File: src/rtl/rec_seq_pkg.sv
// Shared types and header helpers for the recording sequencer.
// Optional channel-skip build: define REC_CH_SKIP_EN.
package rec_seq_pkg;

    typedef enum logic [1:0] {
        ST_INIT = 2'd0,
        ST_IDLE = 2'd1,
        ST_RUN  = 2'd2
    } state_e;

    localparam logic HDR_START = 1'b1;

    // Header is {start, imp_en, ch_idx, discharge}
    function automatic int hdr_w(input int ch_w);
        return ch_w + 3;
    endfunction

endpackage

File: src/rtl/rec_next_ch.sv
// Wrapping ascending search for the next enabled channel after the current one.
// Only built when REC_CH_SKIP_EN is defined.
`ifdef REC_CH_SKIP_EN
module rec_next_ch #(
    parameter int NUM_CH = 32,
    localparam int CH_W = $clog2(NUM_CH)
) (
    input  logic [NUM_CH-1:0] en_i,
    input  logic [CH_W-1:0]   cur_i,
    output logic [CH_W-1:0]   next_o,
    output logic              valid_o
);

    // Offset NUM_CH wraps back onto cur_i, so a lone enabled channel selects itself
    always_comb begin
        logic [CH_W-1:0] idx_v;
        next_o  = cur_i;
        valid_o = 1'b0;
        for (int k = 1; k <= NUM_CH; k++) begin
            idx_v = cur_i + CH_W'(k);
            if (!valid_o && en_i[idx_v]) begin
                valid_o = 1'b1;
                next_o  = idx_v;
            end else begin
                valid_o = valid_o;
            end
        end
    end

endmodule
`endif

File: src/rtl/rec_seq_ctrl.sv
// Recording sequencer: channel slot timing, per-group header serialiser and discharge pulse.
// Define REC_CH_SKIP_EN to skip channels that are disabled in every group.
module rec_seq_ctrl
    import rec_seq_pkg::*;
#(
    parameter int NUM_CH     = 32,
    parameter int NUM_ADC    = 2,
    parameter int NUM_STIM   = 8,
    parameter int SLOT_LEN   = 34,
    parameter int SAMPLE_LEN = 16,
    parameter int INIT_DLY   = 31,
    parameter int PW_W       = 20,
    localparam int CH_W = $clog2(NUM_CH)
) (
    input  logic                      clk_i,
    input  logic                      reset_i,
    input  logic                      rec_en_i,
    input  logic [NUM_ADC*NUM_CH-1:0] ch_en_i,
    input  logic [NUM_ADC*NUM_CH-1:0] imp_en_i,
    input  logic [NUM_STIM-1:0]       stim_mask_i,
    input  logic [PW_W-1:0]           pw_discharge_i,
    input  logic [NUM_ADC-1:0]        adc_res_i,
    output logic                      adc_en_o,
    output logic                      sample_out_o,
    output logic [NUM_ADC-1:0]        rec_data_o,
    output logic [CH_W-1:0]           ch_idx_o,
    output logic                      frame_o,
    output logic                      discharge_o
);

    localparam int HW      = hdr_w(CH_W);
    localparam int SLOT_CW = $clog2(SLOT_LEN);
    localparam int INIT_CW = (INIT_DLY > 1) ? $clog2(INIT_DLY) : 1;

    state_e                         state_q, state_d;
    logic [INIT_CW-1:0]             init_cnt_q, init_cnt_d;
    logic [SLOT_CW-1:0]             slot_cnt_q, slot_cnt_d;
    logic [CH_W-1:0]                ch_idx_q, ch_idx_d, adv_idx_s;
    logic [NUM_ADC-1:0][HW-1:0]     hdr_q, hdr_d;
    logic [NUM_ADC-1:0]             hdr_bit_q, hdr_bit_d, sel_q, sel_d, grp_act_s;
    logic [NUM_ADC-1:0][NUM_CH-1:0] ch_en_grp_s, imp_grp_s;
    logic                           adc_en_q, adc_en_d;
    logic [PW_W-1:0]                fcnt_q, fcnt_d, fcnt_inc_s;
    logic                           stim_or_q, stim_fall_s;
    logic [1:0]                     tail_q, tail_d;
    logic [NUM_ADC*NUM_CH-1:0]      ch_en_q;
    logic                           add_q, add_d;
    logic                           dis_q, dis_d;
    logic                           run_s, wrap_s, frame_s;

    assign ch_en_grp_s  = ch_en_i;
    assign imp_grp_s    = imp_en_i;
    assign run_s        = (state_q == ST_RUN);
    assign wrap_s       = run_s && (slot_cnt_q == SLOT_CW'(SLOT_LEN - 1));
    assign sample_out_o = run_s && (slot_cnt_q < SLOT_CW'(SAMPLE_LEN));
    assign stim_fall_s  = stim_or_q & ~(|stim_mask_i);
    assign fcnt_inc_s   = (fcnt_q == pw_discharge_i) ? {PW_W{1'b0}} : fcnt_q + PW_W'(1);

`ifdef REC_CH_SKIP_EN
    logic [NUM_CH-1:0] en_any_s;
    logic [CH_W-1:0]   nxt_s;
    logic              nxt_vld_s;

    // Channel is a candidate if any group has it enabled
    always_comb begin
        en_any_s = {NUM_CH{1'b0}};
        for (int g = 0; g < NUM_ADC; g++) begin
            en_any_s = en_any_s | ch_en_grp_s[g];
        end
    end

    rec_next_ch #(.NUM_CH(NUM_CH)) u_next_ch (
        .en_i    (en_any_s),
        .cur_i   (ch_idx_q),
        .next_o  (nxt_s),
        .valid_o (nxt_vld_s)
    );

    assign adv_idx_s = nxt_vld_s ? nxt_s : ch_idx_q;
    assign frame_s   = wrap_s && nxt_vld_s && (nxt_s <= ch_idx_q);
`else
    assign adv_idx_s = ch_idx_q + CH_W'(1);
    assign frame_s   = wrap_s && (ch_idx_q == CH_W'(NUM_CH - 1));
`endif

    // Group activity for the channel currently being slotted
    always_comb begin
        for (int g = 0; g < NUM_ADC; g++) begin
            grp_act_s[g] = ch_en_grp_s[g][ch_idx_q];
        end
    end

    // Sequencer state, slot timing and per-group header shifters
    always_comb begin
        state_d    = state_q;
        init_cnt_d = init_cnt_q;
        slot_cnt_d = slot_cnt_q;
        ch_idx_d   = ch_idx_q;
        hdr_d      = hdr_q;
        sel_d      = sel_q;
        adc_en_d   = 1'b0;
        add_d      = 1'b0;
        for (int g = 0; g < NUM_ADC; g++) begin
            hdr_bit_d[g] = hdr_q[g][HW-1];
        end
        case (state_q)
            ST_INIT: begin
                if (init_cnt_q == INIT_CW'(INIT_DLY - 1)) begin
                    state_d    = ST_IDLE;
                    init_cnt_d = {INIT_CW{1'b0}};
                end else begin
                    init_cnt_d = init_cnt_q + INIT_CW'(1);
                end
            end
            ST_IDLE: begin
                slot_cnt_d = {SLOT_CW{1'b0}};
                ch_idx_d   = {CH_W{1'b0}};
                hdr_d      = {(NUM_ADC*HW){1'b0}};
                sel_d      = {NUM_ADC{1'b0}};
                if (rec_en_i) begin
                    state_d = ST_RUN;
                end else begin
                    state_d = ST_IDLE;
                end
            end
            ST_RUN: begin
                if (!rec_en_i) begin
                    state_d    = ST_IDLE;
                    slot_cnt_d = {SLOT_CW{1'b0}};
                    ch_idx_d   = {CH_W{1'b0}};
                    hdr_d      = {(NUM_ADC*HW){1'b0}};
                    sel_d      = {NUM_ADC{1'b0}};
                end else begin
                    if (wrap_s) begin
                        slot_cnt_d = {SLOT_CW{1'b0}};
                        ch_idx_d   = adv_idx_s;
                    end else begin
                        slot_cnt_d = slot_cnt_q + SLOT_CW'(1);
                    end
                    adc_en_d = (slot_cnt_q <= SLOT_CW'(SAMPLE_LEN)) && (|grp_act_s);
                    add_d    = |(ch_en_i & ~ch_en_q);
                    // Inactive groups keep the header path selected with an all-zero header
                    for (int g = 0; g < NUM_ADC; g++) begin
                        sel_d[g] = sample_out_o || !grp_act_s[g];
                        if (slot_cnt_q == {SLOT_CW{1'b0}}) begin
                            hdr_d[g] = grp_act_s[g] ?
                                {HDR_START, imp_grp_s[g][ch_idx_q], ch_idx_q, dis_q} : {HW{1'b0}};
                        end else if (slot_cnt_q <= SLOT_CW'(HW)) begin
                            hdr_d[g] = {hdr_q[g][HW-2:0], 1'b0};
                        end else begin
                            hdr_d[g] = hdr_q[g];
                        end
                    end
                end
            end
            default: begin
                state_d    = ST_INIT;
                init_cnt_d = {INIT_CW{1'b0}};
            end
        endcase
    end

    // Frame counter preset so the first frame of a recording discharges
    always_comb begin
        if (!run_s) begin
            fcnt_d = pw_discharge_i - PW_W'(1);
        end else if (frame_s) begin
            fcnt_d = fcnt_inc_s;
        end else begin
            fcnt_d = fcnt_q;
        end
        tail_d = {tail_q[0], stim_fall_s};
        dis_d  = (frame_s && (fcnt_inc_s == pw_discharge_i)) || tail_q[1] || add_q;
    end

    // State and output registers
    always_ff @(posedge clk_i or posedge reset_i) begin
        if (reset_i) begin
            state_q    <= ST_INIT;
            init_cnt_q <= {INIT_CW{1'b0}};
            slot_cnt_q <= {SLOT_CW{1'b0}};
            ch_idx_q   <= {CH_W{1'b0}};
            hdr_q      <= {(NUM_ADC*HW){1'b0}};
            hdr_bit_q  <= {NUM_ADC{1'b0}};
            sel_q      <= {NUM_ADC{1'b0}};
            adc_en_q   <= 1'b0;
            fcnt_q     <= {PW_W{1'b0}};
            stim_or_q  <= 1'b0;
            tail_q     <= 2'b00;
            ch_en_q    <= {(NUM_ADC*NUM_CH){1'b0}};
            add_q      <= 1'b0;
            dis_q      <= 1'b0;
        end else begin
            state_q    <= state_d;
            init_cnt_q <= init_cnt_d;
            slot_cnt_q <= slot_cnt_d;
            ch_idx_q   <= ch_idx_d;
            hdr_q      <= hdr_d;
            hdr_bit_q  <= hdr_bit_d;
            sel_q      <= sel_d;
            adc_en_q   <= adc_en_d;
            fcnt_q     <= fcnt_d;
            stim_or_q  <= |stim_mask_i;
            tail_q     <= tail_d;
            ch_en_q    <= ch_en_i;
            add_q      <= add_d;
            dis_q      <= dis_d;
        end
    end

    // Data lines idle high outside a recording
    always_comb begin
        for (int g = 0; g < NUM_ADC; g++) begin
            rec_data_o[g] = run_s ? (sel_q[g] ? hdr_bit_q[g] : adc_res_i[g]) : 1'b1;
        end
    end

    assign adc_en_o    = adc_en_q;
    assign ch_idx_o    = ch_idx_q;
    assign frame_o     = frame_s;
    assign discharge_o = dis_q;

endmodule

File: config.mk
export PLATFORM = sky130hd
export DESIGN_NAME = rec_seq_ctrl
export DESIGN_NICKNAME = d
export VERILOG_FILES = /design/src/rtl/rec_seq_pkg.sv /design/src/rtl/rec_next_ch.sv /design/src/rtl/rec_seq_ctrl.sv
export SDC_FILE = /design/constraint.sdc
export NUM_CORES = 1
export LEC_CHECK = 0
export BUFFER_PORTS_ARGS = -buffer_cell sky130_fd_sc_hd__buf_2
export CORE_MARGIN = 2
export CORE_UTILIZATION = 50
export CTS_CLUSTER_SIZE = 12
export DETAILED_ROUTE_END_ITERATION = 10
export GPL_TIMING_DRIVEN = 0
export PLACE_DENSITY = 0.74
export SKIP_LAST_GASP = 1
export SLEW_MARGIN = 20
export SYNTH_ARGS = -nofsm -noshare
export SYNTH_HDL_FRONTEND = slang
export SYNTH_HIERARCHICAL = 1
export SYNTH_SLANG_ARGS = --single-unit
File: constraint.sdc
create_clock -name clk_i -period 4.4 [get_ports clk_i]
set_input_delay 1.32 -clock clk_i [delete_from_list [all_inputs] [get_ports clk_i]]
set_output_delay 1.32 -clock clk_i [all_outputs]
set_load 0.1 [all_outputs]
== Yosys cells after proc, flatten, opt, wreduce, memory -nomap -nowiden ==
Index checks and enable logic that the tools add are counted.

* Add/sub/neg operators: 5
* Eq/ne operators: 12
* Magnitude comparators: 4
* Muxes and demuxes: 41
* Reductions and logical operators: 21
* Bitwise gates (word level): 4

{| class="wikitable"
|+ Operators with widths
! kind !! number
|-
| $and 64x64->64 || 1
|-
| $not 64->64 || 1
|-
| $reduce_or 64->1 || 1
|-
| $mux 20 || 3
|-
| $mux 8 || 6
|-
| $eq 20x20->1 || 2
|-
| $pmux 16 s2 || 1
|-
| $add 20x1->20 const B || 1
|-
| $bmux 1 s5 || 4
|-
| $pmux 5 s2 || 2
|-
| $sub 20x1->20 const B || 1
|-
| $mux 16 || 1
|-
| $mux 5 || 3
|-
| $mux 1 || 12
|-
| $mux 6 || 2
|-
| $pmux 6 s2 || 1
|-
| $add 5x1->5 const B || 2
|-
| $eq 5x5->1 const B || 2
|-
| $mux 2 || 4
|-
| $reduce_or 8->1 || 1
|-
| $add 6x1->6 const B || 1
|-
| $eq 6x6->1 const B || 1
|-
| $le 6x4->1 const B || 1
|-
| $le 6x5->1 const B || 1
|-
| 20 further kinds || 32
|}

* Input bits: 161
* Register bits: 128
* Output and inout port bits: 11
* Logic and storage cells: 102

== Depth between registers and ports, before layout ==
Gate-level depths: netlist of run 1.

* Depth in word-level cells: 6
* Depth in mapped cells: 11
* Gate-level depth less buffers: 10

== Worst setup path before layout of run 1 ==
No wires, ideal clock.

* Kind: register to output
* Start: reg ch_idx_q[2] (netlist: ch_idx_o[2])
* End: out frame_o
* Buffers on the path: 3
* Data arrival time: 3.231 ns
* Cell stages (with the launch flop): 8
* Path slack: -0.151 ns
* Cell sequence: dfrtp_1 -> buf_2 -> buf_1 -> and3_1 -> ha_1 -> nand2_1 -> inv_2 -> clkbuf_1

* Cells in the longest elaborated chain, start to end: 2

{| class="wikitable"
|+ Ends and longest elaborated chain
! element !! line !! source
|-
| from (decl) || rec_seq_ctrl.sv:38 || <nowiki>logic [CH_W-1:0] ch_idx_q, ch_idx_d, adv_idx_s;</nowiki>
|-
| from (signal assigned) || rec_seq_ctrl.sv:182 || <nowiki>ch_idx_q <= {CH_W{1'b0}};</nowiki>
|-
| from (signal assigned) || rec_seq_ctrl.sv:197 || <nowiki>ch_idx_q <= ch_idx_d;</nowiki>
|-
| $eq 5x5->1 || rec_seq_ctrl.sv:83 || <nowiki>assign frame_s = wrap_s && (ch_idx_q == CH_W'(NUM_CH - 1));</nowiki>
|-
| $logic_and 1x1->1 || rec_seq_ctrl.sv:83 ||
|-
| to (decl) || rec_seq_ctrl.sv:27 || <nowiki>output logic frame_o,</nowiki>
|}

No other way between the ends.

== Worst setup path after layout of run 1 ==
* Start: reg state_q[0]
* End: out frame_o

* Cells in the longest elaborated chain, start to end: 3

{| class="wikitable"
|+ Ends and longest elaborated chain
! element !! line !! source
|-
| from (decl) || rec_seq_ctrl.sv:35 || <nowiki>state_e state_q, state_d;</nowiki>
|-
| from (signal assigned) || rec_seq_ctrl.sv:194 || <nowiki>state_q <= state_d;</nowiki>
|-
| $eq 2x2->1 || rec_seq_ctrl.sv:53 || <nowiki>assign run_s = (state_q == ST_RUN);</nowiki>
|-
| $logic_and 1x1->1 || rec_seq_ctrl.sv:54 || <nowiki>assign wrap_s = run_s && (slot_cnt_q == SLOT_CW'(SLOT_LEN - 1));</nowiki>
|-
| $logic_and 1x1->1 || rec_seq_ctrl.sv:83 ||
|}

No other way between the ends.

==> key figures, run 1 <==
Global route
  – Tot GR Track Use: between 20% and 30%
  – Global-route wire length before repair: about 36000 um
  – Initial antenna violation count: 0
  – Vias in the first global route: 6950
  – Largest net degree at the start of global routing: 35
  – Gr ovfl total: 0

Floorplan
  – Die H: approximately 130 um
  – Core region area: 15200 um^2
  – Die area: 16530 um^2
  – I/O pins: roughly 170
  – Rows: 45
  – Starting Density: 51.03%
  – Die Wd: ~130 um

Critical path
  – CP Launch Type: flop
  – CP Class: reg2out
  – Crit path DAT: around 2.9 ns
  – CP Max Fanout: 10
  – Worst path slowest cell: nor3_1
  – CP max stage delay: between 0.4 and 0.5 ns
  – Crit path buf inv count: 4
  – CP required: 3.08 ns
  – Worst setup EP type: primary output
  – CP delay by family, top: simple AND/OR/NAND/NOR gates
  – Ordered cell list for the critical path: inv_1 -> ha_1 -> nand4b_1 -> nor3_1 -> nand2_2 -> inv_2 -> clkbuf_2 -> buf_4

Power and ir drop
  – Power Dens Cells: approximately 410 nW/um^2
  – Total power after layout: about 0.0039 W
  – Leak: around 4.2 nW
  – Max rail drop VDD: around 0.33 mV

Yosys
  – Seq/Total Area, Yosys: approximately two fifths
  – Post-synthesis cell area: about 7800 um^2
  – Number of flops mapped to enable cells by yosys: 0
  – Synthesized flop and latch total: about 130
  – Syn_area_per_cell: between 9 and 10 um^2
  – Syn Nets: slightly below 1000
  – Ys Warns: 6
  – Synth cell types: 71
  – Dominant synthesized flop cell: dfrtp_1
  – Post-Synthesis Cells: 787
  – Async S/R FF share, synth: between 90% and 100%

Run status
  – Outcome: finished, final reports clean

Timing
  – Worst setup margin: ~0.23 ns
  – Post-route minimum period: approximately 4.2 ns
  – Final cycle utilization of the critical path: a little over nine tenths
  – Final setup TNS: 0 ns
  – Final hold violations: 0
  – Slew HR: 37.86%
  – Unrepaired setup endpoints after global routing: no
  – Fin. max-slew vios: 0
  – Skew final: around 0.0073 ns
  – Slew @ Worst Pin: 0.9287 ns
  – F_max: around 0.24 GHz
  – # setup viols final: 0

Place
  – Pre-CTS setup slack: roughly 0.14 ns
  – Port Buffers: 160
  – Post-DP HPWL: ~17000 um
  – Placer Congestion: ~0.94

Clock network
  – H-tree depth: 4
  – CTS tree: built
  – Register clock-pin slew on the reported worst setup and hold paths: roughly 0.06 ns
  – Clock buffer count from CTS: 17
  – Worst skew pair latency: 0.43 ns
  – Cts hold-fix bufs: 0
  – Clock buffer depth: 2
  – Clock root cell: clkbuf_16
  – # clock sinks: around 130

Drt
  – DRC Markers: 0
  – First drt pass iteration count: 5
  – Number of vias per cell: around 6
  – 1st-iter DRT viols: between 500 and 600
  – Antenna Nets Post-Route: 0
  – Vias: ~7000
  – WL per Instance: ~19 um
  – Wirelength, routed: approximately 23000 um

Final layout
  – Fill count: ~1300
  – Antenna cell count: 0
  – Final core occ: around 62%
  – Nets: around 1100
  – Syn-to-layout area delta: 21.63%
  – Layout cells sized above 1: 27.93%

Hold path
  – Hold Crit Class: reg2reg

Run
  – Max cap viols: 0
cells by family after synthesis:
group	after synthesis	synth area share, %
and+or+nand+nor	220	14.90
buffers and inverters	141	7.306
AOI/OAI and AO/OA	179	15.71
muxes	48	12.05
adders and majority gates	13	2.097
DFF	128	41.29
xor gates and xnor gates	58	6.645
state kept, by name (all words and copies together) (netlist names):
| register | count |
|---|---|
| adc_en_o | 1 |
| hdr_q | 14 |
| tail_q | 2 |
| hdr_bit_d | 2 |
| ch_en_q | 64 |
| ch_idx_o | 5 |
| slot_cnt_q | 6 |
| add_q | 1 |
| stim_or_q | 1 |
| fcnt_q | 20 |
| discharge_o | 1 |
| state_q | 2 |
| init_cnt_q | 5 |
| hdr_bit_q | 2 |
| sel_q | 2 |
report_power, final:
| part | switching, W | leakage, nW | internal, W |
|---|---|---|---|
| combinational | 0.000745 | 2.36 | 0.000437 |
| clock | 0.000588 | 0.257 | 0.000733 |
| sequential | 0.0000953 | 1.58 | 0.00130 |
| total | 0.00143 | 4.20 | 0.00247 |
placed cells by master (no fill, tap or decap), types with 7 or more instances in the layout:
master / n
nor3_1: 13
o22ai_1: 23
nor4_1: 13
nor2_1: 42
xor2_1: 18
nand2_1: 65
dfrtp_1: 128
a221oi_1: 14
ha_1: 13
o31ai_1: 7
mux4_2: 36
inv_1: 84
clkbuf_16: 17
clkbuf_1: 31
a22o_1: 19
nand4_1: 13
a21oi_1: 27
buf_2: 174
nand3_1: 22
o21ai_1: 14
mux2i_1: 9
and3_1: 8
o21ai_0: 32
xnor2_1: 39
metal layers:
layer,wire length [um],global-route usage [%],share of wire (%)
met1,8922,35.07,40
met2,11210,48.62,50
met3,1743,7.235,7.7
met4,673,10.87,3.0
met5,0,0,0
timing repair:
action,4_1_cts,5_1_grt
gates resized for setup,1,1
pin swaps,0,0
hold endpoints to repair,0,0
endpoints found under the setup margin,1,1
setup buffers,0,0
area by class of cell:
type                       count  area [um^2]  area share, %
clock buffer                  17        425.4          4.509
buffer                        53        237.7          2.520
inverter                      86        326.6          3.461
clock inverter                15        126.4          1.339
tap                          188        235.2          2.493
multi-input combinational    518         3990          42.29
sequential                   128         3203          33.95
timing repair buffer         164        890.9          9.442
cell usage after synthesis, drive strengths merged, types with 16 or more instances:
library cell | instances | area, um^2
dfrtp | 128 | 3203
inv | 86 | 322.8
nand2 | 66 | 247.7
o21ai | 46 | 230.2
nor2 | 42 | 157.7
xnor2 | 40 | 357.8
mux4 | 36 | 810.8
clkbuf | 33 | 123.9
a21oi | 29 | 152.7
nand3 | 23 | 120.1
o22ai | 23 | 143.9
buf | 22 | 120.1
a22o | 19 | 166.4
xor2 | 18 | 157.7
nand4 | 16 | 127.6
nor4 | 16 | 127.6
through the flow:
step	hold WS (ns)	instances	cell area (um^2)
after detailed placement	0.3690	1139	8886
after global placement	0.3661	1135	8798
after global routing	0.3879	1169	9435
final	0.3878	1169	9435
after CTS	0.3813	1170	9437
after floorplan	0.3312	787	7762
final timing paths:
path	from	to	slack, ns	cells past startpoint
worst min-delay path	tail_q[0]$_DFF_PP0_	tail_q[1]$_DFF_PP0_	0.39	0
max in group asynchronous	reset_i	ch_idx_o[3]$_DFFE_PP0P_	2.33	6
min in group asynchronous	reset_i	fcnt_q[18]$_DFFE_PP0P_	0.90	2
worst max-delay path	state_q[0]$_DFFE_PP0P_	frame_o	0.23	8
worst min register to register	tail_q[0]$_DFF_PP0_	tail_q[1]$_DFF_PP0_	0.39	0
worst max register to register	fcnt_q[1]$_DFFE_PP0P_	discharge_o$_DFF_PP0_	1.38	9
Note: power is estimated with default switching activity, not from simulation.
==> inputs of run 2 (changes only) <==
--- a/config.mk
+++ b/config.mk
@@ -13,3 +13,3 @@
 export GPL_TIMING_DRIVEN = 0
-export PLACE_DENSITY = 0.74
+export PLACE_DENSITY = 0.71
 export SKIP_LAST_GASP = 1
==> constraint.sdc (replaced) <==
create_clock -name clk_i -period 4.7 [get_ports clk_i]
set_input_delay 1.175 -clock clk_i [delete_from_list [all_inputs] [get_ports clk_i]]
set_output_delay 1.175 -clock clk_i [all_outputs]
set_load 0.1 [all_outputs]
==> key figures, run 2 (synthesized netlist as in run 1, its figures left out) <==
Run
  – Max cap viols: 0 (unchanged)

Timing
  – F_max: around 0.22 GHz
  – Post-route minimum period: roughly 4.6 ns
  – Skew final: 0.008243 ns (+0.0009356 ns)
  – # setup viols final: 0 (unchanged)
  – Unrepaired setup endpoints after global routing: no
  – Slew HR: 34.07% (-3.8 points)
  – Final cycle utilization of the critical path: between 90 and 100%
  – Slew @ Worst Pin: 0.9852 ns (+0.05657 ns)
  – Final hold violations: 0 (unchanged)
  – Fin. max-slew vios: 0 (unchanged)
  – Final setup TNS: 0 ns (unchanged)

Clock network
  – # clock sinks: 128 (unchanged)
  – Clock root cell: clkbuf_16
  – H-tree depth: 4 (unchanged)
  – CTS tree: built
  – Clock buffer count from CTS: 17 (unchanged)
  – Clock buffer depth: 2 (unchanged)
  – Cts hold-fix bufs: 0 (unchanged)
  – Postcts setup bufs: 0 (unchanged)
  – Register clock-pin slew on the reported worst setup and hold paths: 0.06 ns (about the same)
  – Worst skew pair latency: 0.43 ns (about the same)

Drt
  – Number of vias per cell: 5.961 (+0.13%)
  – 1st-iter DRT viols: 788 (+40%)
  – First drt pass iteration count: 5 (unchanged)
  – Wirelength, routed: 22700 um (+0.65%)
  – Antenna Nets Post-Route: 0 (unchanged)
  – Vias: 6962 (+0.043%)
  – DRC Markers: 0 (unchanged)
  – WL per Instance: 19.43 um (+0.74%)

Final layout
  – Most frequent cells in the layout: buf_2, dfrtp_1, inv_1
  – Number of flip-flops in the largest register: 64 (unchanged)
  – Biggest register: ch_en_q
  – Post-route insts no fill: 1168 (-0.086%)
  – Commonest non-fill, non-tap cell in the layout: buf_2
  – Post-route cell area: 9414 um^2 (-0.23%)
  – Syn-to-layout area delta: 21.35%
  – Regs by FF count: ch_en_q (64), fcnt_q (20), hdr_q (14)
  – Nets: 1140 (-0.18%)
  – Layout cells sized above 1: 27.48% (-0.45 points)
  – Final core occ: 61.93% (-0.14 points)

Place
  – Placer Congestion: 0.9031 (-4.3%)
  – Cell Area, Placed: 8828 um^2 (-0.65%)
  – Post-DP HPWL: 16920 um (-2.0%)
  – Post-Place Cells: 1136 (-0.26%)
  – Port Buffers: 160 (unchanged)

Critical path
  – Worst setup EP type: primary output
  – CP Class: reg2out
  – CP delay by family, top: buffers and inverters
  – CP Launch Type: flop
  – CP Max Fanout: 10 (unchanged)
  – CP required: 3.52 ns (+0.44 ns)
  – CP max stage delay: 0.52 ns (+0.05 ns)
  – Worst path slowest cell: clkbuf_1
  – Most numerous cell on the critical path: clkbuf_1
  – Ordered cell list for the critical path: clkbuf_1 -> buf_1 -> and3_1 -> ha_1 -> nand2_1 -> inv_2 -> clkbuf_1 -> clkbuf_4
  – Crit path DAT: 3.39 ns (+0.54 ns)
  – Crit path buf inv count: 5 (+1)

Global route
  – Tot GR Track Use: 29.05% (+0.57 points)
  – Met3 GRT Util: 5.696% (-1.5 points)
  – Gr ovfl total: 0 (unchanged)
  – GRT busiest layer: met2
  – Global-route wire length before repair: 36440 um (+2.5%)
  – Largest net degree at the start of global routing: 72 (+110%)
  – Vias in the first global route: 6849 (-1.5%)
  – Initial antenna violation count: 1 (+1)
  – Met1 Use GR: 38.64% (+3.6 points)
  – M2 GR Usage: 46.31% (-2.3 points)

Floorplan
  – I/O pins: 172 (unchanged)
  – Die Wd: 128.6 um (unchanged)
  – Starting Density: 51.03% (unchanged)
  – Core region area: 15200 um^2 (unchanged)
  – Die area: 16530 um^2 (unchanged)
  – Rows: 45 (unchanged)
  – Die H: 128.6 um (unchanged)

Run status
  – Outcome: finished, final reports clean

Power and ir drop
  – Max rail drop VDD: 0.2446 mV (-25%)
  – Power Dens Cells: 395.1 nW/um^2 (-4.5%)
  – Leak: 4.195 nW (about the same)

Hold path
  – Hold Crit Class: reg2reg
==> run 2: cell count changes in the layout (fill, tap and decap cells not counted), sizes merged <==
cell      change
inv           -3
buf           -4
diode         +1
clkinv        +4
clkbuf        +4
clkinvlp      -4
bufinv        +1
==> run 2: path summary, 6_finish.rpt <==
path,depth (start not counted),end,from,slack [ns]
worst max-delay path,8,frame_o,ch_idx_o[3]$_DFFE_PP0P_,0.14
worst min-delay path,0,tail_q[1]$_DFF_PP0_,tail_q[0]$_DFF_PP0_,0.40
worst max register to register,9,fcnt_q[8]$_DFFE_PP0P_,ch_idx_o[3]$_DFFE_PP0P_,1.45
worst min register to register,0,tail_q[1]$_DFF_PP0_,tail_q[0]$_DFF_PP0_,0.40
max in group asynchronous,3,slot_cnt_q[3]$_DFFE_PP0P_,reset_i,3.24
min in group asynchronous,2,ch_en_q[45]$_DFF_PP0_,reset_i,0.77
==> run 2: repair_timing <==
item,in CTS,in global routing
gates resized for setup,0,1
pin swaps,0,0
gates cloned,0,0
setup endpoints to repair,1,1
==> run 2: stage by stage <==
step | power [W] | hold WS (ns) | setup slack [ns]
2_1_floorplan | 0.002090 | 0.3312 | 0.1124
3_3_place_gp | 0.002395 | 0.3890 | -1.394
3_5_place_dp | 0.002423 | 0.3845 | 0.3890
4_1_cts | 0.003721 | 0.3972 | 0.1267
5_1_grt | 0.003919 | 0.4011 | 0.03916
6_report | 0.003719 | 0.3997 | 0.1353
==> run 2: cell type report <==
| cell class | instances | area, um^2 |
|---|---|---|
| clock inverters | 13 | 131.4 |
| repair buffers | 161 | 830.8 |
| flip-flops and latches | 128 | 3203 |
| multi-input cells | 518 | 3988 |
| well taps | 188 | 235.2 |
| plain buffers | 54 | 240.2 |
| clock buffers | 19 | 452.9 |
| inverters | 86 | 330.3 |
| diodes | 1 | 2.502 |
| fillers | 1335 | 5788 |
==> run 2: worst register-to-register path: cells and delay by family (launching register included) <==
| kind | cells | cell delay [ns] |
|---|---|---|
| AOI/OAI and AO/OA | 2 | 0.19 |
| adders and majority gates | 1 | 0.13 |
| buffers and inverters | 2 | 0.79 |
| DFF | 1 | 0.34 |
| and+or+nand+nor | 4 | 1.73 |
==> run 2: per-layer routing <==
| layer | wire length, um | vias to the layer above | share of wire (%) |
|---|---|---|---|
| met5 | 0 | - | 0 |
| met4 | 896 | 0 | 3.9 |
| met3 | 1583 | 71 | 7.0 |
| met2 | 10640 | 352 | 47 |
| met1 | 9584 | 3347 | 42 |
| li1 | - | 3192 | - |
==> run 2: power by group <==
part	total, W	switching (W)	internal [W]
Sequential	0.00131	0.0000901	0.00122
Combinational	0.00111	0.000704	0.000404
Clock	0.00130	0.000537	0.000764
